### src/rtl/regfile_param.sv
// Parametrised register file: two combinational read ports, one byte-strobed
// synchronous write port, optional same-cycle write forwarding and range checking.
module regfile_param #(
    parameter int               WIDTH     = 16,
    parameter int               NUM_REGS  = 8,
    parameter int               ADDR_W    = 3,
    parameter int               BYPASS    = 1,
    parameter logic [WIDTH-1:0] RESET_VAL = '0
) (
    input  logic                 clk,
    input  logic                 rst,
    input  logic [ADDR_W-1:0]    read1RegSel,
    input  logic [ADDR_W-1:0]    read2RegSel,
    input  logic [ADDR_W-1:0]    writeRegSel,
    input  logic [WIDTH-1:0]     writeData,
    input  logic                 writeEn,
    input  logic [WIDTH/8-1:0]   writeStrb,
    output logic [WIDTH-1:0]     read1Data,
    output logic [WIDTH-1:0]     read2Data,
    output logic                 err
);

    localparam int              LANES     = WIDTH / 8;
    localparam logic [ADDR_W:0] REG_COUNT = (ADDR_W + 1)'(NUM_REGS);

    logic [WIDTH-1:0] regs_q [NUM_REGS];
    logic [WIDTH-1:0] regs_d [NUM_REGS];

    logic [WIDTH-1:0] writeOld;
    logic [WIDTH-1:0] writeMerged;
    logic [WIDTH-1:0] read1Stored;
    logic [WIDTH-1:0] read2Stored;
    logic             writeInRange;
    logic             read1InRange;
    logic             read2InRange;
    logic             writeHit;
    logic             bypass1;
    logic             bypass2;

    assign writeInRange = {1'b0, writeRegSel} < REG_COUNT;
    assign read1InRange = {1'b0, read1RegSel} < REG_COUNT;
    assign read2InRange = {1'b0, read2RegSel} < REG_COUNT;
    assign writeHit     = rst & writeEn & writeInRange;

    // Out-of-range selects match no entry, so they read back as zero.
    always_comb begin
        writeOld    = '0;
        read1Stored = '0;
        read2Stored = '0;
        for (int r = 0; r < NUM_REGS; r++) begin
            if (writeRegSel == ADDR_W'(r)) writeOld    = regs_q[r];
            if (read1RegSel == ADDR_W'(r)) read1Stored = regs_q[r];
            if (read2RegSel == ADDR_W'(r)) read2Stored = regs_q[r];
        end
    end

    always_comb begin
        writeMerged = writeOld;
        for (int i = 0; i < LANES; i++) begin
            if (writeStrb[i]) writeMerged[8*i +: 8] = writeData[8*i +: 8];
        end
    end

    always_comb begin
        regs_d = regs_q;
        for (int r = 0; r < NUM_REGS; r++) begin
            if (writeEn && writeInRange && (writeRegSel == ADDR_W'(r))) begin
                regs_d[r] = writeMerged;
            end
        end
    end

    always_ff @(posedge clk or negedge rst) begin
        if (!rst) begin
            for (int r = 0; r < NUM_REGS; r++) begin
                regs_q[r] <= RESET_VAL;
            end
        end else begin
            regs_q <= regs_d;
        end
    end

    // Forwarding is gated by rst through writeHit, so reset reads show stored values.
    assign bypass1 = (BYPASS != 0) && writeHit && (read1RegSel == writeRegSel);
    assign bypass2 = (BYPASS != 0) && writeHit && (read2RegSel == writeRegSel);

    assign read1Data = bypass1 ? writeMerged : read1Stored;
    assign read2Data = bypass2 ? writeMerged : read2Stored;

    assign err = (writeEn & ~writeInRange) | ~read1InRange | ~read2InRange;

endmodule

### config.mk
export PLATFORM = sky130hd
export DESIGN_NAME = regfile_param
export DESIGN_NICKNAME = d
export VERILOG_FILES = /design/src/rtl/regfile_param.sv
export SDC_FILE = /design/constraint.sdc
export NUM_CORES = 1
export LEC_CHECK = 0
export CORE_MARGIN = 3
export CORE_UTILIZATION = 40
export DETAILED_ROUTE_END_ITERATION = 12
export PLACE_DENSITY_LB_ADDON = 0.05
export SETUP_SLACK_MARGIN = 0.1
export SKIP_LAST_GASP = 1
export SLEW_MARGIN = 20
export SYNTH_ARGS = -nofsm -noshare
export SYNTH_HDL_FRONTEND = slang
export SYNTH_SLANG_ARGS = --single-unit
### constraint.sdc
create_clock -name clk -period 2 [get_ports clk]
set_input_delay 0.2 -clock clk [delete_from_list [all_inputs] [get_ports clk]]
set_output_delay 0.2 -clock clk [all_outputs]
set_load 0.01 [all_outputs]
==> impl_metrics.env <==
export IMPL_outcome="finished, violations left"
export IMPL_clockBufferDepth=2
export IMPL_drive_gt1_frac=0.404
export IMPL_core_region_area_sq_mm=0.0212
export IMPL_clock_fmax_mhz=435
export IMPL_post_route_util=0.586
export IMPL_holdCritPathClass="input pin to asynchronous set/reset pin"
export IMPL_first_iter_violations=698
export IMPL_fin_skew_ns=0.00918
export IMPL_start_util=0.410
export IMPL_routedWlPerCell_microns=23.5
export IMPL_hold_viol=0
export IMPL_fin_crit_ns=2.30
export IMPL_r2r_end="regs_q[40]"
export IMPL_yosys_warnings=0
export IMPL_dp_hpwl_microns=25100
export IMPL_path_cells="mux2_4, a221o_1, a221o_1, o21ai_4, mux2i_2, buf_2"
export IMPL_n_antenna_cell=0
export IMPL_die_h_microns=153
export IMPL_slew_headroom=0.558
export IMPL_clockRootBuffer="clkbuf_16"
export IMPL_ys_top_cells_by_area="dfrtp_1 (37%), o21ai_0 (8.7%), mux4_2 (7.5%), mux2i_1 (7.5%), nand2_1 (7.3%)"
export IMPL_worst_hold_slack_ns=0.512
export IMPL_port_buffers=61
export IMPL_power_density_mw_per_mm2=863
export IMPL_cp_slowest_cell="dfrtp_1"
export IMPL_rrSetupSlack_ns=0.05
export IMPL_syn_num_nets=978
export IMPL_finalNetCount=1256
export IMPL_grt_overflow=0
export IMPL_syn_avg_cell_area_sq_um=9.15
export IMPL_failed_checks="setup timing"
export IMPL_synth_edf_count=0
export IMPL_clkTransAtPathRegs_ns=0.06
export IMPL_dp_slack_ns=-0.662
export IMPL_regMostFlops="regs_q"
export IMPL_grt_max_degree=47
export IMPL_h_tree_depth=4
export IMPL_synthDominantCellAreaShare=0.369
export IMPL_synth_cell_types=61
export IMPL_grt_pass1_vias=9562
export IMPL_worst_slew_pin_transition_ns=0.663
export IMPL_grt_pass1_wl_microns=55900
export IMPL_regToRegStartpoint="regs_q[24]"
export IMPL_setup_ws_ns=-0.300
export IMPL_drt_first_pass_iters=5
export IMPL_grt_setup_unrepaired="true"
export IMPL_worstPathArrival_ns=2.10
export IMPL_slowest_delay_ns=0.39
export IMPL_ir_drop_mv=0.522
export IMPL_ys_flop_type="dfrtp_1"
export IMPL_p_leak_nw=5.65
export IMPL_syn2layout_area_growth_pct=42.9
export IMPL_start_kind="flip-flop"
export IMPL_die_area_sq_mm=0.0235
export IMPL_synth_most_common_cell="nand2_1"
export IMPL_synth_cells=948
export IMPL_boundaryPins=63
export IMPL_endpoint_kind="primary output"
export IMPL_yosys_top_cells_count="nand2_1 (169), o21ai_0 (150), dfrtp_1 (128)"
export IMPL_cts_tree="yes"
export IMPL_largest_reg_flops=128
export IMPL_synthArstFlopShare=1.00
export IMPL_rows=53
export IMPL_biggestRegsByFlops="regs_q (128)"
export IMPL_die_width_microns=153
export IMPL_cts_buffers=17
export IMPL_syn_area_sq_mm=0.00868
export IMPL_cp_common_cell="a221o_1"
export IMPL_final_max_slew_viol_count=0
export IMPL_design_area_sq_mm=0.0124
export IMPL_vias=9143
export IMPL_fin_tns_setup_ns=-4.18
export IMPL_setup_viol_count_final=31
export IMPL_ys_seq_area_frac=0.369
export IMPL_vias_per_cell=6.04
export IMPL_worstPathRequired_ns=1.80
export IMPL_drv_cap=0
export IMPL_grt_antenna_before_repair=0
export IMPL_synth_largest_area_cell="dfrtp_1"
export IMPL_cp_max_fo=4
export IMPL_dpl_cell_area_sq_mm=0.0112
export IMPL_fillers=1831
export IMPL_timing_final_crit_share=1.15
export IMPL_gp_congestion=0.945
export IMPL_drcViolationCount=0
export IMPL_cts_sinks=128
export IMPL_routed_wl_microns=35600
export IMPL_grt_usage=0.306
export IMPL_reg2reg_depth=8
export IMPL_clock_latency_ns=0.43
export IMPL_ant_nets=0
export IMPL_synth_seq_cells=128
export IMPL_worstSetupPathType="flip-flop to primary output"
## per-stage QoR
step / total power, W / cells
CTS: 0.0105 / 1506
finish: 0.0107 / 1514
global route: 0.0112 / 1514
global placement: 0.00702 / 1438
detailed placement: 0.00711 / 1438
floorplan: 0.00537 / 948
## final cells by class
cell class | count | area (sq um) | area share
flip-flops and latches | 128 | 3200 | 0.258
clock buffers | 22 | 464 | 0.0374
repair buffers | 343 | 2840 | 0.229
clock inverters | 10 | 135 | 0.0109
inverters | 15 | 56.3 | 0.00454
multi-input cells | 721 | 5360 | 0.432
well taps | 275 | 344 | 0.0277
## worst max-delay path, delay by kind of cell, from the launching register on
kind	cells	cell delay, ns
AO/OA/AOI/OAI	3	0.76
buffers and inverters	1	0.15
flip-flops	1	0.39
multiplexers	2	0.38
## repair_timing
| item | in CTS | in global routing |
|---|---|---|
| hold buffers | 1 | 0 |
| hold endpoints to repair | 40 | 0 |
| cloned | 1 | 0 |
| gates resized for setup | 205 | 44 |
| setup endpoints to repair | 37 | 69 |
| pin swaps | 57 | 43 |
| buffers inserted | 34 | 10 |
## per-layer routing
layer,vias to the layer above,wire length (microns),global-route usage,share of wire
met5,-,0,0,0
met4,0,1410,0.120,0.039
met3,114,2370,0.0546,0.066
met2,437,16800,0.494,0.47
met1,4515,15100,0.409,0.42
li1,4077,-,-,-
## power by group
| part | leakage, nW | total (W) | internal (W) | switching, W |
|---|---|---|---|---|
| Combinational | 3.73 | 0.00382 | 0.00200 | 0.00182 |
| Clock | 0.282 | 0.00323 | 0.00202 | 0.00122 |
| Sequential | 1.64 | 0.00364 | 0.00312 | 0.000516 |
| Total | 5.65 | 0.0107 | 0.00714 | 0.00356 |
## cell usage in the layout, fill, tap and decap left out, types with 5 or more instances in the layout
| cell | count |
|---|---|
| nor2_1 | 17 |
| o211ai_1 | 7 |
| a21oi_1 | 33 |
| mux4_2 | 29 |
| a21boi_0 | 6 |
| o22ai_1 | 8 |
| nand3_1 | 14 |
| a221o_1 | 11 |
| dfrtp_1 | 128 |
| mux2_2 | 10 |
| buf_6 | 23 |
| and2_4 | 7 |
| o21ai_2 | 24 |
| a22oi_2 | 7 |
| a221oi_2 | 7 |
| mux2i_1 | 65 |
| o21ai_0 | 137 |
| a211oi_2 | 12 |
| nor3_1 | 7 |
| buf_2 | 35 |
| mux2_4 | 11 |
| o21ai_1 | 9 |
| a31oi_1 | 5 |
| o2bb2ai_1 | 7 |
| a32oi_2 | 6 |
| nor2b_1 | 15 |
| xor2_1 | 5 |
| buf_12 | 16 |
| a22oi_1 | 7 |
| nand2_1 | 166 |
| a21o_1 | 8 |
| a21oi_2 | 7 |
| clkdlybuf4s50_1 | 18 |
| clkbuf_16 | 17 |
| buf_4 | 244 |
| inv_1 | 12 |
## worst max path at each step
stage / startpoint / cells after the start / slack [ns] / endpoint
CTS: regs_q[24] / 6 / -0.32 / read2Data[8]
detailed placement: writeRegSel[2] / 9 / -0.66 / read2Data[14]
global placement: read2RegSel[2] / 9 / -0.64 / read2Data[12]
global route: regs_q[61] / 6 / -0.36 / read2Data[13]
finish: regs_q[24] / 6 / -0.30 / read1Data[8]
floorplan: regs_q[56] / 5 / 0.20 / read1Data[8]
## logic make-up after synthesis
| kind of cell | after synthesis | synth area share |
|---|---|---|
| multiplexers | 118 | 0.183 |
| XOR/XNOR | 6 | 0.00606 |
| buffers and inverters | 99 | 0.0531 |
| flip-flops | 128 | 0.369 |
| AND/OR/NAND/NOR | 248 | 0.124 |
| AO/OA/AOI/OAI | 348 | 0.264 |
| other | 1 | 0.000432 |
Power figures use the tool's default switching activity.
==> RTL edit 1, RTL diff (same settings) <==
The parameter `BYPASS` goes from 1 to 0.
--- a/src/rtl/regfile_param.sv
+++ b/src/rtl/regfile_param.sv
@@ -5,5 +5,5 @@
     parameter int               NUM_REGS  = 8,
     parameter int               ADDR_W    = 3,
-    parameter int               BYPASS    = 1,
+    parameter int               BYPASS    = 0,
     parameter logic [WIDTH-1:0] RESET_VAL = '0
 ) (
Check against the original RTL: not equivalent (a bounded check fails within 4 cycles, from zero or initial values and one cycle with rst low).
==> RTL edit 1 against the original RTL <==
  * The run still ends with negative setup slack left
  * Design area decreased by 10%
  * Utilization fell by 3.9 points
  * Count of clock-buffer cells in the layout is 3 lower
  * Sequential cell count is the same
  * Highest routed layer unchanged
  * Non-clock buffer count is 82 lower
  * Synthesized area shrank 3.9%
  * Clock power decreased by 2%
  * Synthesized cell count is 1.5% lower
  * Routed wire length is 5.5% lower
  * Worst setup slack better by 0.20 ns
  * Power down 2.2%
==> RTL edit 1: results (changes against the original RTL) <==
Placed Cells incl. Taps = 1342 (was 1438)
Final #Nets = 1165 (was 1256)
skew final = 0.009643 ns (was 0.009175 ns)
post-DP HPWL = 24030 um (was 25140 um)
worst skew pair latency = 0.42 ns
first-pass GRT wire length = 51680 um (was 55890 um)
fraction of layout cells with a size suffix above 1 = 32.00% (was 40.36%)
Synth cell types = 52 (was 61)
Seq/Total Area, Yosys = 38.40% (was 36.91%)
cell leakage power = 4.943 nW (was 5.654 nW)
GRT Total Usage = 30.39% (was 30.56%)
max layer used = met4 (unchanged)
post-cts sizing count = 148 (was 205)
Hold WC Path Type = primary input to async pin (unchanged)
outcome = complete, but fails checks (unchanged)
Rel. slew slack = 32.73% (was 55.83%)
post-synth top area share = 38.40% (was 36.91%)
GRT met2 Usage = 51.13% (was 49.41%)
maximum net fanout on the critical path = 2 (was 4)
Clk pin slew, worst setup/hold paths = 0.06 ns (about the same)
Setup WS pre-CTS = -0.6146 ns (was -0.6617 ns)
grt met3 use = 4.485% (was 5.464%)
Syn Area/Cell = 8.931 sq um (was 9.153 sq um)
largest net degree at the start of global routing = 48 (was 47)
crit path DAT = 1.90 ns (was 2.10 ns)
critical path's top delay family = compound AO/OA/AOI/OAI gates (unchanged)
M1 WL = 13930 um (was 15120 um)
Post-DP Area = 10190 sq um (was 11180 sq um)
final worst setup slack = -0.09753 ns (was -0.3000 ns)
syn nets = 964 (was 978)
H-Tree Level Count = 4 (unchanged)
met1 usage = 38.43% (was 40.86%)
worst vdd ir = 0.5206 mV (was 0.5220 mV)
Iteration-0 DRC Markers = 574 (was 698)
metal2 WL = 16470 um (was 16760 um)
Setup TNS = -0.2128 ns (was -4.177 ns)
Setup Buffers After CTS = 37 (was 34)
CP max stage cell = dfrtp_2 (was dfrtp_1)
most frequent cells after synthesis = 143 x nand2_1, 128 x dfrtp_1, 100 x o21ai_0 (was 169 x nand2_1, 150 x o21ai_0, 128 x dfrtp_1)
crit-path max cell delay = 0.44 ns (was 0.39 ns)
GP Congestion = 0.9406 (was 0.9447)
Final Util = 54.69% (was 58.62%)
Psw = 0.003622 W (was 0.003557 W)
final setup violation count = 3 (was 31)
drt total wl = 33700 um (was 35650 um)
routed wire length per instance = 23.78 um (was 23.54 um)
met3 wire len = 1803 um (was 2366 um)
violated checks = negative setup slack (unchanged)
drt via density = 5.997 (was 6.039)
number of fillers in the final layout = 1894 (was 1831)
==> RTL edit 1: cell types whose count changed in the layout (fill, tap and decap cells not counted), sizes merged, moves of 13 or more <==
cell,change
nand2,-26
buf,-90
o211ai,+13
a22o,+13
nor2b,+13
o21ai,-64
o2111ai,+18
nor2,+74
nand2b,+18
mux2i,-25
a211oi,-14
==> RTL edit 1: power by group through the flow <==
stage / Combinational [W] / Sequential (W) / Clock, W
detailed placement: 0.00305 / 0.00393 / 0
global placement: 0.00299 / 0.00392 / 0
global route: 0.00377 / 0.00391 / 0.00330
floorplan: 0.00178 / 0.00366 / 0
CTS: 0.00338 / 0.00383 / 0.00319
finish: 0.00345 / 0.00386 / 0.00315
==> RTL edit 1: cell type report <==
type                       instances  area share (%)
clock buffer                      19           3.977
clock inverter                    12           1.225
inverter                          12          0.4045
multi-input combinational        715           43.88
sequential                       128           28.83
tap                              270           3.033
timing repair buffer             261           18.65
==> RTL edit 1: path summary, 6_finish.rpt <==
path | slack, ns | cells after the start | end | from
setup / recovery | -0.1 | 6 | read2Data[4] | regs_q[116]
setup reg to reg | 0.15 | 5 | regs_q[79] | regs_q[31]
hold / removal | 0.31 | 2 | regs_q[44] | rst
hold reg to reg | 0.54 | 1 | regs_q[12] | regs_q[12]
min in group clk | 0.39 | 5 | regs_q[116] | writeRegSel[1]
max in group asynchronous | 1.02 | 3 | regs_q[22] | rst
==> RTL edit 1: logic make-up after synthesis <==
family / count (synthesis) / share of synthesized area (%)
other: 1 / 0.04495
multiplexers: 88 / 14.49
AO/OA/AOI/OAI: 299 / 24.72
AND/OR/NAND/NOR: 327 / 17.56
buffers and inverters: 91 / 4.785
flip-flops: 128 / 38.40
==> RTL edit 2, RTL diff (same flow settings) <==
Without the edit above. Reset style: synchronous (`rst`), changed in one clocked block.
--- a/src/rtl/regfile_param.sv
+++ b/src/rtl/regfile_param.sv
@@ -71,5 +71,5 @@
     end
 
-    always_ff @(posedge clk or negedge rst) begin
+    always_ff @(posedge clk) begin
         if (!rst) begin
             for (int r = 0; r < NUM_REGS; r++) begin
Check against the original RTL: not equivalent (a bounded check fails within 4 cycles, from zero or initial values and one cycle with rst low; the reset may be asserted at any time).
==> RTL edit 2 against the original RTL <==
  * The run still ends with negative setup slack left
  * Design area is 2.9% lower
  * Register-to-register slack improved by 0.17 ns
  * Synthesized area fell by 3.4%
  * Via count down 2.1%
  * Global-route usage fell by 1.9 points
  * Routed wire length decreased by 8.5%
  * Sequential cell count is the same
  * Worst setup slack gained 0.10 ns
Power is not compared: it rests on default switching activity, and its combinational part moved more than twofold at a synthesized area within 25%.
==> RTL edit 2: results (changes against the original RTL) <==
Clk pin slew, worst setup/hold paths = 0.06 ns (about the same)
met3 wire len = 1992 um (was 2366 um)
total power = 0.007585 W
R2R Path Start = regs_q[115] (was regs_q[24])
GRT Total Usage = 28.62% (was 30.56%)
grt met3 use = 5.027% (was 5.464%)
Setup TNS = -1.517 ns (was -4.177 ns)
post-DP HPWL = 21920 um (was 25140 um)
Rel. slew slack = 49.05% (was 55.83%)
Vias = 8951 (was 9143)
comb_multi_in = 746 (was 721)
fraction of layout cells with a size suffix above 1 = 42.53% (was 40.36%)
number of fillers in the final layout = 1863 (was 1831)
Syn Area/Cell = 8.446 sq um (was 9.153 sq um)
Repair and plain buffers = 326 (was 343)
buffer share of cell area = 23.30% (was 22.87%)
Inverters = 19 (was 15)
Final Util = 58.94% (was 58.62%)
final worst setup slack = -0.1968 ns (was -0.3000 ns)
M1 WL = 14680 um (was 15120 um)
final setup violation count = 18 (was 31)
clock network area share = 4.832% (was 4.833%)
skew final = 0.01065 ns (was 0.009175 ns)
Setup WS pre-CTS = -0.7562 ns (was -0.6617 ns)
most frequent cells after synthesis = 159 x o21ai_0, 131 x a21oi_1, 128 x dfxtp_1 (was 169 x nand2_1, 150 x o21ai_0, 128 x dfrtp_1)
Placed Cells incl. Taps = 1432 (was 1438)
Final #Nets = 1268 (was 1256)
largest net degree at the start of global routing = 81 (was 47)
critical path's top delay family = simple AND/OR/NAND/NOR gates (was compound AO/OA/AOI/OAI gates)
GP Congestion = 0.8900 (was 0.9447)
drt total wl = 32610 um (was 35650 um)
Setup Buffers After CTS = 36 (was 34)
vias in the first global route = 8403 (was 9562)
register area = 2630 sq um (was 3203 sq um)
CP max stage cell = or3b_4 (was dfrtp_1)
post-cts sizing count = 233 (was 205)
Seq/Total Area, Yosys = 30.59% (was 36.91%)
combinational share of power = 23.0%
ys flop type = dfxtp_1 (was dfrtp_1)
first-pass GRT wire length = 49360 um (was 55890 um)
CLK BUF = 19 (was 22)
routed wire length per instance = 21.44 um (was 23.54 um)
outcome = complete, but fails checks (unchanged)
syn nets = 1022 (was 978)
Multi-input gate area = 5614 sq um (was 5361 sq um)
metal2 WL = 15170 um (was 16760 um)
GRT met2 Usage = 45.10% (was 49.41%)
Iteration-0 DRC Markers = 580 (was 698)
ys async rst share = 0% (was 100.0%)
Critical path origin = regs_q[118] (was regs_q[24])
Hold WC Path Type = flip-flop to flip-flop (was primary input to async pin)
violated checks = negative setup slack (unchanged)
==> RTL edit 2: cell families after synthesis <==
group | count (synthesis) | share of synthesized area (%)
and+or+nand+nor | 215 | 13.22
xor gates and xnor gates | 6 | 0.6272
DFF | 128 | 30.59
other | 1 | 0.04476
muxes | 93 | 16.53
AOI/OAI and AO/OA | 431 | 31.83
buffers and inverters | 118 | 7.168
==> RTL edit 2: worst paths after layout <==
path,slack (ns),end,cells after the start
min,0.49,regs_q[65],2
min reg2reg,0.49,regs_q[65],2
max,-0.20,read1Data[6],6
max reg2reg,0.22,regs_q[83],8
==> RTL edit 2: worst reg2reg max path, cell delays in order, from the launching register on <==
cell      delay, ns
dfxtp_2        0.32
or3b_1         0.33
o221ai_1       0.07
a21oi_1        0.08
or3_4          0.36
buf_4          0.15
buf_4          0.12
buf_4          0.15
a31oi_1        0.12
